$ cat config.mk
export PLATFORM = sky130hd
export DESIGN_NAME = muldiv_ctrl_flat
export DESIGN_NICKNAME = d
export VERILOG_FILES = /design/src/rtl/muldiv_ctrl_if.sv /design/src/rtl/muldiv_ctrl.sv /design/src/flat_wrapper.sv
export SDC_FILE = /design/constraint.sdc
export NUM_CORES = 1
export LEC_CHECK = 0
export CORE_UTILIZATION = 45
export DETAILED_ROUTE_END_ITERATION = 12
export GPL_ROUTABILITY_DRIVEN = 0
export MAX_ROUTING_LAYER = met4
export PLACE_DENSITY = 0.67
export SYNTH_ARGS = -nofsm -noshare
export SYNTH_HDL_FRONTEND = slang
export SYNTH_SLANG_ARGS = --single-unit
$ cat constraint.sdc
create_clock -name clk -period 3.7 [get_ports clk]
set_input_delay 0.74 -clock clk [delete_from_list [all_inputs] [get_ports clk]]
set_output_delay 0.74 -clock clk [all_outputs]
set_load 0.005 [all_outputs]
$ cat src/rtl/muldiv_ctrl_if.sv
// rtl/muldiv_ctrl_if.sv - pipeline-side request/response bundle for the mul/div sequencer
interface muldiv_ctrl_if #(
   parameter int WIDTH = 32
);
   logic             istart;
   logic [1:0]       iop;
   logic [WIDTH-1:0] iA;
   logic [WIDTH-1:0] iB;
   logic             iwe_hi;
   logic             iwe_lo;
   logic [WIDTH-1:0] iwdata;
   logic             oStall;
   logic             oBusy;
   logic             oDone;
   logic [WIDTH-1:0] oHI;
   logic [WIDTH-1:0] oLO;

   // Pipeline (EX stage) side
   modport master (
      output istart, iop, iA, iB, iwe_hi, iwe_lo, iwdata,
      input  oStall, oBusy, oDone, oHI, oLO
   );

   // Sequencer side
   modport slave (
      input  istart, iop, iA, iB, iwe_hi, iwe_lo, iwdata,
      output oStall, oBusy, oDone, oHI, oLO
   );
endinterface

$ cat src/rtl/muldiv_ctrl.sv
// rtl/muldiv_ctrl.sv - iterative MULT/MULTU/DIV/DIVU sequencer owning HI/LO
module muldiv_ctrl #(
   parameter int WIDTH = 32,
   parameter int CNT_W = 6
) (
   input  logic         clk,
   input  logic         rst,
   muldiv_ctrl_if.slave bus
);

   typedef enum logic [1:0] {
      S_IDLE = 2'd0,
      S_RUN  = 2'd1,
      S_FIX  = 2'd2,
      S_DONE = 2'd3
   } state_t;

   localparam logic [CNT_W-1:0] CNT_INIT = CNT_W'(WIDTH);

   state_t               state_q, state_d;
   logic [CNT_W-1:0]     cnt_q, cnt_d;
   logic [1:0]           op_q, op_d;
   logic                 sign_a_q, sign_a_d;
   logic                 sign_b_q, sign_b_d;
   logic                 div_zero_q, div_zero_d;
   // Multiplicand for multiply, divisor for divide (always a magnitude)
   logic [WIDTH-1:0]     opnd_q, opnd_d;
   // Multiply: {partial product, multiplier}; divide: {remainder, quotient}
   logic [2*WIDTH-1:0]   acc_q, acc_d;
   logic [WIDTH-1:0]     hi_q, hi_d;
   logic [WIDTH-1:0]     lo_q, lo_d;
   logic                 busy_q, busy_d;
   logic                 done_q, done_d;
   logic                 stall;

   logic                 a_neg, b_neg;
   logic [WIDTH-1:0]     a_mag, b_mag;
   logic [WIDTH:0]       add_sum;
   logic [2*WIDTH-1:0]   mul_next;
   logic [WIDTH:0]       rem_sh;
   logic [WIDTH:0]       diff;
   logic [2*WIDTH-1:0]   div_next;
   logic [2*WIDTH-1:0]   prod_fix;
   logic [WIDTH-1:0]     quo_fix, rem_fix;

   // Operand magnitudes at issue; 0x80000000 maps to unsigned 2^31 without overflow
   always_comb begin
      a_neg = bus.iop[0] & bus.iA[WIDTH-1];
      b_neg = bus.iop[0] & bus.iB[WIDTH-1];
      a_mag = a_neg ? -bus.iA : bus.iA;
      b_mag = b_neg ? -bus.iB : bus.iB;
   end

   // One iteration of shift-add multiply and restoring divide, plus sign fix-up
   always_comb begin
      add_sum  = {1'b0, acc_q[2*WIDTH-1:WIDTH]} + (acc_q[0] ? {1'b0, opnd_q} : '0);
      mul_next = {add_sum, acc_q[WIDTH-1:1]};

      rem_sh   = acc_q[2*WIDTH-1:WIDTH-1];
      diff     = rem_sh - {1'b0, opnd_q};
      div_next = diff[WIDTH] ? {acc_q[2*WIDTH-2:0], 1'b0}
                             : {diff[WIDTH-1:0], acc_q[WIDTH-2:0], 1'b1};

      prod_fix = (op_q[0] && (sign_a_q ^ sign_b_q)) ? -acc_q : acc_q;
      quo_fix  = acc_q[WIDTH-1:0];
      rem_fix  = acc_q[2*WIDTH-1:WIDTH];
      if (op_q[0] && (sign_a_q ^ sign_b_q)) begin
         quo_fix = -acc_q[WIDTH-1:0];
      end
      if (op_q[0] && sign_a_q) begin
         rem_fix = -acc_q[2*WIDTH-1:WIDTH];
      end
      // Divide by zero reports all ones regardless of operand signs
      if (div_zero_q) begin
         quo_fix = '1;
      end
   end

   // Next-state, datapath and stall decode
   always_comb begin
      state_d    = state_q;
      cnt_d      = cnt_q;
      op_d       = op_q;
      sign_a_d   = sign_a_q;
      sign_b_d   = sign_b_q;
      div_zero_d = div_zero_q;
      opnd_d     = opnd_q;
      acc_d      = acc_q;
      hi_d       = hi_q;
      lo_d       = lo_q;
      stall      = 1'b0;

      case (state_q)
         S_IDLE: begin
            if (bus.istart) begin
               // Start wins over MTHI/MTLO in the same cycle
               stall      = 1'b1;
               op_d       = bus.iop;
               sign_a_d   = a_neg;
               sign_b_d   = b_neg;
               div_zero_d = (bus.iB == '0);
               opnd_d     = bus.iop[1] ? b_mag : a_mag;
               acc_d      = {{WIDTH{1'b0}}, (bus.iop[1] ? a_mag : b_mag)};
               cnt_d      = CNT_INIT;
               state_d    = S_RUN;
            end else begin
               if (bus.iwe_hi) hi_d = bus.iwdata;
               if (bus.iwe_lo) lo_d = bus.iwdata;
            end
         end
         S_RUN: begin
            stall = 1'b1;
            if (cnt_q != '0) begin
               acc_d = op_q[1] ? div_next : mul_next;
               cnt_d = cnt_q - CNT_W'(1);
            end else begin
               state_d = S_FIX;
            end
         end
         S_FIX: begin
            stall   = 1'b1;
            hi_d    = op_q[1] ? rem_fix : prod_fix[2*WIDTH-1:WIDTH];
            lo_d    = op_q[1] ? quo_fix : prod_fix[WIDTH-1:0];
            state_d = S_DONE;
         end
         S_DONE: begin
            // EX only presents the next instruction once back in IDLE
            state_d = S_IDLE;
         end
         default: begin
            state_d = S_IDLE;
         end
      endcase

      busy_d = (state_d == S_RUN) || (state_d == S_FIX);
      done_d = (state_d == S_DONE);
   end

   // State register; reset abandons any operation in flight
   always_ff @(posedge clk) begin
      if (rst) begin
         state_q    <= S_IDLE;
         cnt_q      <= '0;
         op_q       <= '0;
         sign_a_q   <= 1'b0;
         sign_b_q   <= 1'b0;
         div_zero_q <= 1'b0;
         opnd_q     <= '0;
         acc_q      <= '0;
         hi_q       <= '0;
         lo_q       <= '0;
         busy_q     <= 1'b0;
         done_q     <= 1'b0;
      end else begin
         state_q    <= state_d;
         cnt_q      <= cnt_d;
         op_q       <= op_d;
         sign_a_q   <= sign_a_d;
         sign_b_q   <= sign_b_d;
         div_zero_q <= div_zero_d;
         opnd_q     <= opnd_d;
         acc_q      <= acc_d;
         hi_q       <= hi_d;
         lo_q       <= lo_d;
         busy_q     <= busy_d;
         done_q     <= done_d;
      end
   end

   assign bus.oStall = stall;
   assign bus.oBusy  = busy_q;
   assign bus.oDone  = done_q;
   assign bus.oHI    = hi_q;
   assign bus.oLO    = lo_q;

endmodule

$ cat src/flat_wrapper.sv
// flat-port wrapper written by rule: the top's interface ports become plain ports
module muldiv_ctrl_flat 
#(
   parameter int WIDTH = 32,
   parameter int CNT_W = 6
)
  (clk, rst, bus_istart, bus_iop, bus_iA, bus_iB, bus_iwe_hi, bus_iwe_lo, bus_iwdata, bus_oStall, bus_oBusy, bus_oDone, bus_oHI, bus_oLO);
  muldiv_ctrl_if #(.WIDTH(WIDTH)) bus_i ();
  input  logic clk;
  input  logic rst;
  input wire logic [$bits(bus_i.istart)-1:0] bus_istart;
  input wire logic [$bits(bus_i.iop)-1:0] bus_iop;
  input wire logic [$bits(bus_i.iA)-1:0] bus_iA;
  input wire logic [$bits(bus_i.iB)-1:0] bus_iB;
  input wire logic [$bits(bus_i.iwe_hi)-1:0] bus_iwe_hi;
  input wire logic [$bits(bus_i.iwe_lo)-1:0] bus_iwe_lo;
  input wire logic [$bits(bus_i.iwdata)-1:0] bus_iwdata;
  output wire logic [$bits(bus_i.oStall)-1:0] bus_oStall;
  output wire logic [$bits(bus_i.oBusy)-1:0] bus_oBusy;
  output wire logic [$bits(bus_i.oDone)-1:0] bus_oDone;
  output wire logic [$bits(bus_i.oHI)-1:0] bus_oHI;
  output wire logic [$bits(bus_i.oLO)-1:0] bus_oLO;
  assign bus_i.istart = bus_istart;
  assign bus_i.iop = bus_iop;
  assign bus_i.iA = bus_iA;
  assign bus_i.iB = bus_iB;
  assign bus_i.iwe_hi = bus_iwe_hi;
  assign bus_i.iwe_lo = bus_iwe_lo;
  assign bus_i.iwdata = bus_iwdata;
  assign bus_oStall = bus_i.oStall;
  assign bus_oBusy = bus_i.oBusy;
  assign bus_oDone = bus_i.oDone;
  assign bus_oHI = bus_i.oHI;
  assign bus_oLO = bus_i.oLO;
  muldiv_ctrl #(.WIDTH(WIDTH), .CNT_W(CNT_W)) u_core (.clk(clk), .rst(rst), .bus(bus_i));
endmodule
==> impl_metrics.json <==
{
  "die_h_um": 183.0,
  "cp-end-kind": "flip-flop",
  "crit_type": "flip-flop to flip-flop",
  "synth_area_leader_cell": "dfxtp_1",
  "grt_pass1_vias": 14960,
  "path_max_fanout": 18,
  "setup_viol": 0,
  "period_share": 0.9448,
  "hpwl_mm": 42.38,
  "maxSlewHeadroom": 0.3473,
  "cts_resized": 0,
  "ir_drop_mv": 0.7037,
  "p_per_area_nw_per_um2": 523.1,
  "finClkSkew_ns": 0.01718,
  "cts_sinks": 175,
  "period_needed_ns": 3.496,
  "core_area_um2": 31880,
  "start_kind": "flip-flop",
  "r2r_slack_ns": 0.20,
  "final_area_um2": 17810,
  "cts_inserted_buffers": 17,
  "first_pass_iters": 6,
  "tns_ns": 0,
  "final_max_slew_viol_count": 0,
  "synth-simple-area-share": 0.2035,
  "dieArea_um2": 33500,
  "outcome": "finished, final reports clean",
  "wl_per_cell_um": 20.68,
  "tightest_slew_ns": 0.9701,
  "dp_cells": 2594,
  "ys.flop_type": "dfxtp_1",
  "tritoncts": "yes",
  "nets": 2356,
  "hp-class": "flip-flop to flip-flop",
  "syn_to_final_growth_pct": 20.80,
  "drt-total-wl_mm": 54.29,
  "ys_types": 76,
  "p_leak_nw": 7.033,
  "yosysWarningCount": 0,
  "worst_slack_ns": 0.2043,
  "remaining_drc_errors": 0,
  "start_util": 0.4626,
  "synth_compound_area_frac": 0.2960,
  "synth_top_family_by_area": "compound AO/OA/AOI/OAI gates",
  "synth_most_common_cell": "nor2_1",
  "pre_cts_ws_ns": -0.03424,
  "finalHoldViolations": 0,
  "yosys-mux-area-fraction": 0.04429,
  "cts-htree-levels": 4,
  "synth_top_area_frac": 0.2376,
  "cts_setup_buffers": 0,
  "ys_top_cells_by_area": "dfxtp_1 (24%), a21oi_1 (7.6%), xnor2_1 (6.6%), ha_1 (6.2%), nor2_1 (5.8%)",
  "synthTopCellsByCount": "nor2_1 (228), a21oi_1 (224), nand2_1 (185)",
  "ctsLongestPathBuffers": 2,
  "reg2reg_depth": 13,
  "synth_edf_count": 0,
  "io_pins": 170,
  "placement_rows": 65,
  "max_clock_freq_mhz": 286.1,
  "cp.arrival_ns": 3.83,
  "path_clk_slew_ns": 0.07,
  "rsz0062_at_grt": "false",
  "drive_above_1_share": 0.08539,
  "synthesis.area_um2": 14750,
  "yosysSeqAreaShare": 0.2376,
  "async_flop_share": 0,
  "io_buffers": 169,
  "grt_max_degree": 77,
  "cts_root_buffer": "clkbuf_16",
  "grt.overflow.total": 0,
  "clk-insertion-delay-late_ns": 0.44,
  "synthCells": 2024,
  "ant_nets": 0,
  "track_usage": 0.3308,
  "whs_path_depth": 2,
  "post_dp_cell_area_um2": 17240,
  "hold_buffers": 0,
  "antenna_found_initial": 1,
  "synth.avg_cell_area_um2": 7.286,
  "vias": 16150,
  "synth_fa_ha_area_frac": 0.06465,
  "p_total_mw": 9.318,
  "nFillCells": 3082,
  "utilization": 0.5588,
  "avgViaCountPerCell": 6.151,
  "synthXorXnorAreaFrac": 0.1033,
  "synth.net_count": 2202,
  "ys_ff_latch": 175,
  "grt_pass1_wl_mm": 84.35,
  "cap_viol_max_count": 0,
  "drtIter0Drc": 1851,
  "holdWs_ns": 0.4542,
  "final_cells": 2626,
  "worstPathRequired_ns": 4.03,
  "die_w_um": 183.0
}
-- routing by layer --
| metal | share of wire | GRT usage |
|---|---|---|
| met2 | 0.44 | 0.5060 |
| met1 | 0.44 | 0.4364 |
| met3 | 0.081 | 0.04547 |
| met5 | 0 | - |
| met4 | 0.045 | 0.1397 |
-- flip-flops by register name (all words and copies together) (netlist names) --
register	cells
u_core.sign_b_q	1
u_core.acc_q	64
u_core.sign_a_q	1
u_core.op_q	2
u_core.cnt_q	6
u_core.bus.oDone	1
u_core.bus.oBusy	1
u_core.bus.oLO	32
u_core.opnd_q	32
u_core.div_zero_q	1
u_core.state_q	2
u_core.bus.oHI	32
-- final timing paths --
kind,from,endpoint
max,u_core.acc_q[32],u_core.acc_q[60]
max reg2reg,u_core.acc_q[32],u_core.acc_q[60]
min,u_core.bus.oLO[18],u_core.bus.oLO[18]
min reg2reg,u_core.bus.oLO[18],u_core.bus.oLO[18]
-- placed cells by master (no fill, tap or decap), types with 6 or more instances in the layout --
| cell type | count |
|---|---|
| nor2b_1 | 17 |
| o21a_1 | 9 |
| mux2_2 | 26 |
| nor2_1 | 227 |
| clkbuf_16 | 17 |
| o221ai_1 | 32 |
| nand2b_1 | 18 |
| o41ai_1 | 11 |
| clkinvlp_4 | 6 |
| dfxtp_1 | 174 |
| nor3_1 | 59 |
| o21ai_0 | 156 |
| a21o_1 | 47 |
| or4_1 | 11 |
| clkdlybuf4s50_1 | 167 |
| mux2i_1 | 35 |
| nand2_1 | 185 |
| a211oi_1 | 65 |
| a211o_1 | 9 |
| or2_2 | 7 |
| xor2_1 | 63 |
| nand4_1 | 9 |
| nand3_1 | 26 |
| o211ai_1 | 21 |
| a311oi_1 | 7 |
| nor4_1 | 21 |
| a31oi_1 | 16 |
| ha_1 | 71 |
| or3_1 | 24 |
| a22oi_1 | 17 |
| and3_1 | 13 |
| a21oi_1 | 223 |
| inv_1 | 67 |
| xnor2_1 | 111 |
| and2_1 | 14 |
| buf_4 | 93 |
| o31ai_1 | 17 |
-- power breakdown --
group / switching [mW] / leakage, nW / internal [mW] / total [mW]
registers: 0.392 / 1.43 / 2.27 / 2.67
logic: 2.96 / 5.35 / 1.92 / 4.88
clock network: 0.892 / 0.252 / 0.880 / 1.77
total: 4.25 / 7.03 / 5.07 / 9.32
-- critical path, cell delays in order (launching register included) --
cell and delay, ns:
dfxtp_1 0.47, inv_1 0.16, fa_1 0.47, nor2b_1 0.20, o31ai_1 0.12, a211oi_1 0.32
o31ai_1 0.16, a21oi_1 0.30, mux2i_2 0.44, nor2_4 0.10, buf_12 0.18, mux2i_1 0.17
o221ai_1 0.14, a21o_1 0.16
-- cell type report --
cell class                 count  area (um^2)  share of cell area
timing repair buffer         263         2415              0.1356
clock inverter                14        127.6            0.007164
antenna                        1        2.502           0.0001405
multi-input combinational   1653        10540              0.5916
sequential                   175         3505              0.1967
clock buffer                  17        425.4             0.02388
tap                          435        544.3             0.03055
inverter                      68        255.2             0.01433
-- logic make-up (layout without fill, tap and decap cells) --
kind of cell / after synthesis / in the layout
other: 0 / 1
multiplexers: 62 / 62
XOR/XNOR: 174 / 174
AO/OA/AOI/OAI: 691 / 691
adder cells (fa/ha/maj): 75 / 75
flip-flops: 175 / 175
AND/OR/NAND/NOR: 651 / 651
buffers and inverters: 196 / 362
Power figures use the tool's default switching activity.
